==> config.mk <==
export PLATFORM = sky130hd
export DESIGN_NAME = crc_check_ctrl
export DESIGN_NICKNAME = d
export VERILOG_FILES = /design/src/rtl/crc_check_ctrl.sv
export SDC_FILE = /design/constraint.sdc
export NUM_CORES = 1
export LEC_CHECK = 0
export ABC_AREA = 1
export BUFFER_PORTS_ARGS = -buffer_cell sky130_fd_sc_hd__buf_4
export CAP_MARGIN = 20
export CORE_UTILIZATION = 40
export CTS_CLUSTER_DIAMETER = 50
export DETAILED_ROUTE_END_ITERATION = 6
export GPL_ROUTABILITY_DRIVEN = 1
export HOLD_SLACK_MARGIN = 0.15
export PLACE_DENSITY = 0.66
export SYNTH_ARGS = -nofsm -noshare
export SYNTH_HDL_FRONTEND = slang
export SYNTH_SLANG_ARGS = --single-unit
==> constraint.sdc <==
create_clock -name clk50m -period 1.7 [get_ports clk50m]
set_clock_uncertainty 0.1 [all_clocks]
set_input_delay 0.17 -clock clk50m [delete_from_list [all_inputs] [get_ports clk50m]]
set_output_delay 0.17 -clock clk50m [all_outputs]
set_load 0.01 [all_outputs]
==> src/rtl/crc_check_ctrl.sv <==
// crc_check_ctrl: sequences one CRC integrity pass over the data memory.
// Ports: clk50m/rst_n; start/abort/auto_en control; mem_req/mem_gnt/
// mem_addr/mem_rdata memory port; crc_clr/crc_en/crc_data/crc_value/
// crc_ref CRC datapath; busy/done/pass/fail/err_cnt status.
module crc_check_ctrl #(
    parameter int ADDR_W = 10,
    parameter int DATA_W = 8,
    parameter int CRC_W  = 16,
    parameter int RD_LAT = 2,
    parameter int PERIOD = 50000000
) (
    input  logic              rst_n,
    input  logic              clk50m,
    input  logic              start,
    input  logic              abort,
    input  logic              auto_en,
    output logic              mem_req,
    input  logic              mem_gnt,
    output logic [ADDR_W-1:0] mem_addr,
    input  logic [DATA_W-1:0] mem_rdata,
    output logic              crc_clr,
    output logic              crc_en,
    output logic [DATA_W-1:0] crc_data,
    input  logic [CRC_W-1:0]  crc_value,
    input  logic [CRC_W-1:0]  crc_ref,
    output logic              busy,
    output logic              done,
    output logic              pass,
    output logic              fail,
    output logic [7:0]        err_cnt
);

    localparam int TW = $clog2(PERIOD);
    localparam logic [TW-1:0] TMAX = TW'(PERIOD - 1);

    typedef enum logic [2:0] {
        S_IDLE,
        S_REQ,
        S_READ,
        S_DRAIN,
        S_CHECK
    } state_t;

    state_t            state_q, state_d;
    logic [ADDR_W-1:0] addr_q, addr_d;
    logic [RD_LAT-1:0] vld_q, vld_d;
    logic [TW-1:0]     tmr_q, tmr_d;
    logic              pend_q, pend_d;
    logic              clr_q, clr_d;
    logic              done_q, done_d;
    logic              pass_q, pass_d;
    logic              fail_q, fail_d;
    logic [7:0]        err_q, err_d;

    logic issue;
    logic expire;
    logic run_start;
    logic kill;
    logic crc_eq;

    always_comb begin
        state_d   = state_q;
        addr_d    = addr_q;
        clr_d     = 1'b0;
        done_d    = 1'b0;
        pass_d    = pass_q;
        fail_d    = fail_q;
        err_d     = err_q;
        issue     = 1'b0;
        run_start = 1'b0;
        crc_eq    = (crc_value == crc_ref);
        kill      = abort && (state_q != S_IDLE);

        expire = auto_en && (tmr_q == '0);
        tmr_d  = (!auto_en || tmr_q == '0) ? TMAX : tmr_q - 1'b1;

        unique case (state_q)
            S_IDLE: begin
                if (start || pend_q) begin
                    state_d   = S_REQ;
                    run_start = 1'b1;
                    clr_d     = 1'b1;
                    pass_d    = 1'b0;
                    fail_d    = 1'b0;
                end
            end
            S_REQ: begin
                addr_d = '0;
                if (mem_gnt) state_d = S_READ;
            end
            S_READ: begin
                if (mem_gnt) begin
                    issue  = 1'b1;
                    addr_d = addr_q + 1'b1;
                    if (addr_q == '1) state_d = S_DRAIN;
                end
            end
            S_DRAIN: begin
                // Leave once only the final stage (or nothing) is valid, so
                // CHECK lands on the cycle after the last crc_en.
                if (RD_LAT'({vld_q, 1'b0}) == '0) state_d = S_CHECK;
            end
            S_CHECK: begin
                state_d = S_IDLE;
                done_d  = 1'b1;
                pass_d  = crc_eq;
                fail_d  = !crc_eq;
                if (!crc_eq && err_q != 8'hff) err_d = err_q + 8'd1;
            end
            default: state_d = S_IDLE;
        endcase

        // An expiry coinciding with a run start is absorbed by that run.
        pend_d = run_start ? 1'b0 : (pend_q || expire);
        vld_d  = RD_LAT'({vld_q, issue});

        if (kill) begin
            state_d = S_IDLE;
            clr_d   = 1'b0;
            done_d  = 1'b0;
            pass_d  = pass_q;
            fail_d  = fail_q;
            err_d   = err_q;
            vld_d   = '0;
        end
    end

    always_ff @(posedge clk50m or negedge rst_n) begin
        if (!rst_n) begin
            state_q <= S_IDLE;
            addr_q  <= '0;
            vld_q   <= '0;
            tmr_q   <= TMAX;
            pend_q  <= 1'b0;
            clr_q   <= 1'b0;
            done_q  <= 1'b0;
            pass_q  <= 1'b0;
            fail_q  <= 1'b0;
            err_q   <= '0;
        end else begin
            state_q <= state_d;
            addr_q  <= addr_d;
            vld_q   <= vld_d;
            tmr_q   <= tmr_d;
            pend_q  <= pend_d;
            clr_q   <= clr_d;
            done_q  <= done_d;
            pass_q  <= pass_d;
            fail_q  <= fail_d;
            err_q   <= err_d;
        end
    end

    assign mem_req  = (state_q == S_REQ) || (state_q == S_READ);
    assign mem_addr = addr_q;
    assign crc_clr  = clr_q;
    assign crc_en   = vld_q[RD_LAT-1];
    assign crc_data = mem_rdata;
    assign busy     = (state_q != S_IDLE);
    assign done     = done_q;
    assign pass     = pass_q;
    assign fail     = fail_q;
    assign err_cnt  = err_q;

endmodule

==> key figures, run 1 <==
Logic synthesis
  – Ys Warns: 0
  – Number of flops mapped to enable cells by yosys: 0
  – Seq cells post-synth: 54
  – Post-Synthesis Cells: 474
  – Async S/R FF share, synth: 100.0%
  – Synth unique cells: 29
  – Mapped Nets: 523
  – Seq/Total Area, Yosys: 41.53%
  – Top_reg_cell synth: dfrtp_1
  – Post-Synthesis Mean Instance Area: 6.979 µm²
  – Mapped cell area: 0.003308 mm²

Route
  – Post-DR wirelength/cell: 11.74 µm
  – Number of remaining DRC errors: 0
  – Vias/cell: 4.688
  – DRT Wirelength: 7746 µm
  – 1st-iter DRT viols: 114
  – DRT Pass-1 Iters: 5
  – Vias after detailed routing: 3094
  – Post-route ant nets: 0

Power and ir drop
  – Internal: 2.191 mW
  – Logic pwr share: 28.1%
  – PwrDens: 761.4 mW/mm²
  – Max IR drop VDD: 0.0004028 V
  – Switching share of power: 31.96%
  – Clock Power Share: 26.9%
  – Net switching power figure: 1.029 mW
  – Leak: 2.199 nW
  – Sequential power share: 45.0%
  – Post-layout power: 3.220 mW

GRT
  – First-pass GRT wire length: 12650 µm
  – Pin count of the biggest net entering global routing: 55
  – Vias in the first global route: 2904
  – Gr usage total: 18.08%
  – Antenna violations before repair: 0
  – Overflow after GRT: 0

Layout
  – Fillers: 768
  – # diodes: 0
  – Area delta synth->final: 27.84%
  – Fin area: 0.004229 mm²
  – Nets: 606
  – Share of layout cells above drive strength 1: 27.24%

Timing
  – Setup ws final: 32.77 ps
  – Rel. slew slack: 56.04%
  – RSZ-0062 raised after global routing: yes
  – Fmax: 599.8 MHz
  – Fin crit share: 98.07%
  – Tightest Pin Transition: 659.4 ps
  – Final Max Slew Viols: 0
  – # setup viols final: 0
  – Final min period: 1667 ps
  – Hold Vio Cnt, Final: 0

Floorplan
  – # rows: 32
  – Die X: 92.94 µm
  – Core Area: 0.007848 mm²
  – Die Area: 0.008638 mm²
  – Vert. Die Dim: 92.94 µm
  – Initial core utilization: 42.16%
  – Top Ports: 79

Worst setup path
  – R2r setup slk: 30 ps
  – Crit path kind: flip-flop to flip-flop
  – Worst EP arrival: 1770 ps
  – Worst Setup Start Kind: flip-flop
  – Worst r2r src: tmr_q[8]$_DFF_PN0_
  – CP endpoint kind: flip-flop
  – Reg2Reg Capture Point: tmr_q[11]$_DFF_PN0_
  – Max stage delay cell, worst path: dfrtp_1
  – CP required: 1800 ps
  – CP peak stage delay: 430 ps
  – CP Max Fanout: 7
  – Crit-path cells: nor2_2 > nand4_1 > inv_1 > nand2_2 > o21ai_4 > buf_6 > nor2_1
  – Worst reg-to-reg path cell count: 7

Clocking
  – CTS tree: yes
  – Clock slew at reported path FFs: 100 ps
  – Clock Latency Late Sink: 310 ps
  – Bufs on Longest Clock Path: 2
  – Clock Tree Root: clkbuf_8
  – CTS Buf Count: 5
  – Clock sink count: 54
  – H-tree depth: 2

Placed design
  – Post-placement setup slack: -40.54 ps
  – # port buffers: 62
  – HPWL after DPL: 5603 µm
  – RD Place Congestion: 0.8474
  – Placed Area: 0.003916 mm²

Hold path
  – Hold Path End: crc_data[0]
  – Worst min-delay path class: primary input to output port
  – Worst hold start: mem_rdata[0]
  – Hold Crit Depth: 0

Outcome
  – Outcome: complete, no violations

Run
  – Max cap viols: 0
==> repair_timing <==
| item | CTS | global route |
|---|---|---|
| hold buffers | 5 | 0 |
| buffers inserted | 0 | 5 |
| pin swaps | 1 | 5 |
| endpoints found under the hold margin | 52 | 0 |
| endpoints found under the setup margin | 5 | 37 |
| cloned | 0 | 2 |
| gates resized for setup | 2 | 33 |
==> cells by family (layout without fill, tap and decap cells) <==
family	after synthesis	after routing	synth area share, %
simple gates	297	297	38.50
buf+inv	83	167	10.63
flops	54	54	41.53
xor+xnor	19	19	5.030
compound gates	18	18	3.177
fa+ha+maj	3	3	1.135
==> critical path: cells and delay by family, from the launching register on <==
family / cells / cell delay [ps]
simple gates: 4 / 480
flops: 1 / 430
buf+inv: 2 / 280
compound gates: 1 / 280
==> registers in the layout (all words and copies together), names as in the netlist <==
register and cells:
vld_q 2, fail 1, tmr_q 26, done 1
pass 1, crc_clr 1, pend_q 1, state_q 3
err_cnt 8, mem_addr 10
==> synthesized netlist by cell type (6+ instances only) <==
| cell type | instances | area share, % |
|---|---|---|
| dfrtp_1 | 36 | 27 |
| nor3_1 | 8 | 1.2 |
| nand2_1 | 147 | 17 |
| nor2_2 | 7 | 1.3 |
| nand3_1 | 38 | 5.7 |
| dfstp_2 | 18 | 14 |
| nor2_1 | 69 | 7.8 |
| buf_4 | 8 | 1.8 |
| o21ai_0 | 10 | 1.5 |
| a21oi_1 | 6 | 0.91 |
| nand4_1 | 10 | 1.9 |
| xor2_1 | 14 | 3.7 |
| inv_1 | 70 | 7.9 |
==> area by class of cell <==
type / count / area, µm² / share of cell area, %
tap: 102 / 127.6 / 3.018
sequential: 54 / 1375 / 32.51
timing repair inverter: 2 / 17.52 / 0.4142
multi-input combinational: 337 / 1665 / 39.38
clock inverter: 3 / 45.04 / 1.065
clock buffer: 5 / 68.82 / 1.627
timing repair buffer: 84 / 650.6 / 15.38
inverter: 73 / 279.0 / 6.598
==> cell usage in the layout, fill, tap and decap left out, drive strengths merged, types with 5 or more instances in the layout <==
| master | n |
|---|---|
| nand3 | 39 |
| buf | 79 |
| inv | 74 |
| dfstp | 18 |
| dfrtp | 36 |
| nor2 | 77 |
| dlygate4sd3 | 5 |
| xor2 | 14 |
| a21oi | 7 |
| o21ai | 11 |
| xnor2 | 5 |
| nand4 | 10 |
| or2 | 6 |
| nor3 | 8 |
| nand2 | 152 |
| clkbuf | 5 |
==> power groups by stage <==
stage | Clock (mW) | Combinational (mW) | Sequential, mW
6_report | 0.866 | 0.904 | 1.45
5_1_grt | 0.956 | 1.02 | 1.47
4_1_cts | 0.901 | 0.887 | 1.44
3_5_place_dp | 0 | 0.873 | 1.47
3_3_place_gp | 0 | 0.854 | 1.46
2_1_floorplan | 0 | 0.457 | 1.48
==> worst max path at each step <==
stage / from / slack [ps] / endpoint / cells past startpoint
4_1_cts: tmr_q[0]$_DFF_PN1_ / 2 / tmr_q[8]$_DFF_PN0_ / 10
2_1_floorplan: tmr_q[0]$_DFF_PN1_ / 30 / tmr_q[23]$_DFF_PN1_ / 11
6_report: tmr_q[8]$_DFF_PN0_ / 30 / tmr_q[11]$_DFF_PN0_ / 7
5_1_grt: tmr_q[7]$_DFF_PN0_ / -50 / tmr_q[11]$_DFF_PN0_ / 9
3_3_place_gp: tmr_q[0]$_DFF_PN1_ / 40 / tmr_q[4]$_DFF_PN1_ / 10
3_5_place_dp: tmr_q[0]$_DFF_PN1_ / -40 / tmr_q[4]$_DFF_PN1_ / 10
==> per-layer routing <==
layer / up-vias / global-route usage, % / routed length [µm]
met5: - / 0 / 0
met4: 0 / 3.590 / 85
met3: 11 / 3.038 / 215
met2: 52 / 32.78 / 3920
met1: 1419 / 22.45 / 3524
li1: 1612 / - / -
==> stage by stage <==
step | instances | setup TNS [ps] | hold slack [ps] | util, %
after floorplan | 474 | 0 | -225.6 | -
after global placement | 640 | 0 | 163.3 | 49.90
after detailed placement | 640 | -40.54 | 160.3 | 49.90
after CTS | 653 | 0 | 240.1 | 52.07
after global routing | 660 | -634.9 | 240.0 | 53.89
final | 660 | 0 | 240.0 | 53.89
Note: power is estimated with default switching activity, not from simulation.
==> run 2, diff against run 1 <==
--- a/config.mk
+++ b/config.mk
@@ -13,7 +13,6 @@
 export DETAILED_ROUTE_END_ITERATION = 6
 export GPL_ROUTABILITY_DRIVEN = 1
 export HOLD_SLACK_MARGIN = 0.15
-export PLACE_DENSITY = 0.66
 export SYNTH_ARGS = -nofsm -noshare
 export SYNTH_HDL_FRONTEND = slang
 export SYNTH_SLANG_ARGS = --single-unit
==> run 2 against run 1 <==
Cell count did not move. Design area fell by 1.5%. Worst setup slack improved by 1.3 ps. Fmax barely moved. Via count barely moved. Core utilization fell by 0.80 points. Combinational power fell by 2.8%. Worst hold slack did not move. Sequential power barely moved. Clock-buffer cell count rose by 2. Sequential share of layout area rose by 0.49 points. Highest routed layer unchanged.
==> key figures, run 2 (synthesis results as in run 1) <==
Power and ir drop
  – PwrDens: 768.0 mW/mm²
  – Leak: 2.176 nW
  – Max IR drop VDD: 0.0004741 V

Placed design
  – RD Place Congestion: 0.8327
  – Placed Area: 0.003924 mm²
  – # port buffers: 62
  – HPWL after DPL: 5513 µm

Route
  – Post-route ant nets: 0
  – Vias/cell: 4.685
  – DRT Pass-1 Iters: 4
  – DRT Wirelength: 7569 µm
  – Number of remaining DRC errors: 0
  – Post-DR wirelength/cell: 11.47 µm
  – Vias after detailed routing: 3092
  – 1st-iter DRT viols: 92

Worst setup path
  – CP Max Fanout: 9
  – Crit path kind: flip-flop to flip-flop
  – Buf+Inv Stages, Crit Path: 5
  – CP required: 1840 ps
  – Worst Setup Start Kind: flip-flop
  – CP peak stage delay: 550 ps
  – Max stage delay cell, worst path: dfstp_2
  – Worst EP arrival: 1800 ps
  – Levels on crit path: 11
  – Worst reg-to-reg path cell count: 11
  – CP endpoint kind: flip-flop
  – Crit-path cells: inv_2 > ha_2 > nand2_2 > inv_2 > nand2_2 > inv_2 > nand2_2 > o21ai_4 > buf_4 > inv_8 > nand3_1
  – Worst path top cell family by delay: flip-flops

Hold path
  – Hold Crit Depth: 0
  – Worst min-delay path class: primary input to output port

Layout
  – Largest register FFs: 26
  – Nets: 606
  – Share of layout cells above drive strength 1: 25.81%
  – Register with the highest flop count: tmr_q
  – Fin area: 0.004167 mm²
  – Final core occ: 53.09%
  – Most frequent cells in the layout: 145 x nand2_1, 78 x buf_4, 67 x inv_1, 64 x nor2_1, 37 x nand3_1
  – Area delta synth->final: 25.95%
  – Most common cell after layout, fill and taps aside: nand2_1
  – Fillers: 804
  – # diodes: 0

GRT
  – Gr usage total: 18.53%
  – Overflow after GRT: 0
  – Antenna violations before repair: 0
  – Pin count of the biggest net entering global routing: 55
  – Vias in the first global route: 3058
  – First-pass GRT wire length: 12940 µm

Timing
  – Final Max Slew Viols: 0
  – Rel. slew slack: 53.73%
  – Final min period: 1666 ps
  – Fmax: 600.3 MHz
  – Fin crit share: 97.99%
  – Hold Slack: 240.0 ps
  – Tightest Pin Transition: 694.1 ps
  – Final TNS setup: 0 ps
  – Hold Vio Cnt, Final: 0
  – # setup viols final: 0

Clocking
  – Bufs on Longest Clock Path: 2
  – CTS tree: yes
  – Clock sink count: 54
  – Clock Tree Root: clkbuf_8
  – Clock Latency Late Sink: 300 ps
  – H-tree depth: 2
  – CTS Buf Count: 5
  – Clock slew at reported path FFs: 90 ps

Floorplan
  – Die X: 92.94 µm
  – Initial core utilization: 42.16%
  – # rows: 32
  – Top Ports: 79
  – Die Area: 0.008638 mm²
  – Core Area: 0.007848 mm²
  – Vert. Die Dim: 92.94 µm

Run
  – Max cap viols: 0

Outcome
  – Outcome: complete, no violations
run 2: changes by cell type in the layout (fill, tap and decap cells not counted), sizes merged:
cell      previous run  this run
clkbuf               5         7
clkinv               1         2
clkinvlp             2         0
inv                 74        73
run 2: where the power goes:
group          leakage (nW)  switching (mW)  internal, mW
Combinational          1.44           0.507         0.372
Sequential            0.685          0.0912          1.37
Clock                0.0524           0.417         0.442
Total                  2.18            1.02          2.18
run 2: worst paths after layout:
path                                    start                 endpoint  slack (ps)
setup / recovery           tmr_q[0]$_DFF_PN1_       tmr_q[2]$_DFF_PN1_          30
hold / removal                   mem_rdata[0]              crc_data[0]         240
setup reg to reg           tmr_q[0]$_DFF_PN1_       tmr_q[2]$_DFF_PN1_          30
hold reg to reg            tmr_q[0]$_DFF_PN1_       tmr_q[0]$_DFF_PN1_         370
max in group asynchronous               rst_n  mem_addr[0]$_DFFE_PN0P_         650
min in group asynchronous               rst_n      tmr_q[10]$_DFF_PN0_         360
run 2: stage by stage:
stage | worst slack, ps | total power [mW] | std cells
2_1_floorplan | 27.85 | 1.941 | 474
3_3_place_gp | 34.57 | 2.307 | 641
3_5_place_dp | -37.21 | 2.329 | 641
4_1_cts | 13.26 | 3.207 | 655
5_1_grt | -42.19 | 3.405 | 660
6_report | 34.11 | 3.200 | 660
run 2: what timing repair did:
item | CTS | global route
resized for setup | 3 | 18
buffers inserted | 1 | 3
endpoints found under the hold margin | 57 | 0
setup endpoints to repair | 11 | 38
hold buffers | 5 | 0
pin swaps | 1 | 5
gates cloned | 0 | 2
run 2: cell type report:
class / count / area, µm² / area share, %
inverters: 73 / 279.0 / 6.697
clock buffers: 7 / 76.32 / 1.832
flip-flops and latches: 54 / 1375 / 33.00
multi-input cells: 337 / 1615 / 38.77
repair buffers: 84 / 646.9 / 15.53
repair inverters: 2 / 16.27 / 0.3904
well taps: 102 / 127.6 / 3.063
clock inverters: 1 / 30.03 / 0.7207
run 2: metal layers:
| layer | track usage [%] | up-vias | part of all wire (%) |
|---|---|---|---|
| met5 | 0 | - | 0 |
| met4 | 5.513 | 0 | 1.4 |
| met3 | 3.612 | 10 | 3.2 |
| met2 | 33.76 | 40 | 51 |
| met1 | 21.84 | 1429 | 44 |
| li1 | - | 1613 | - |
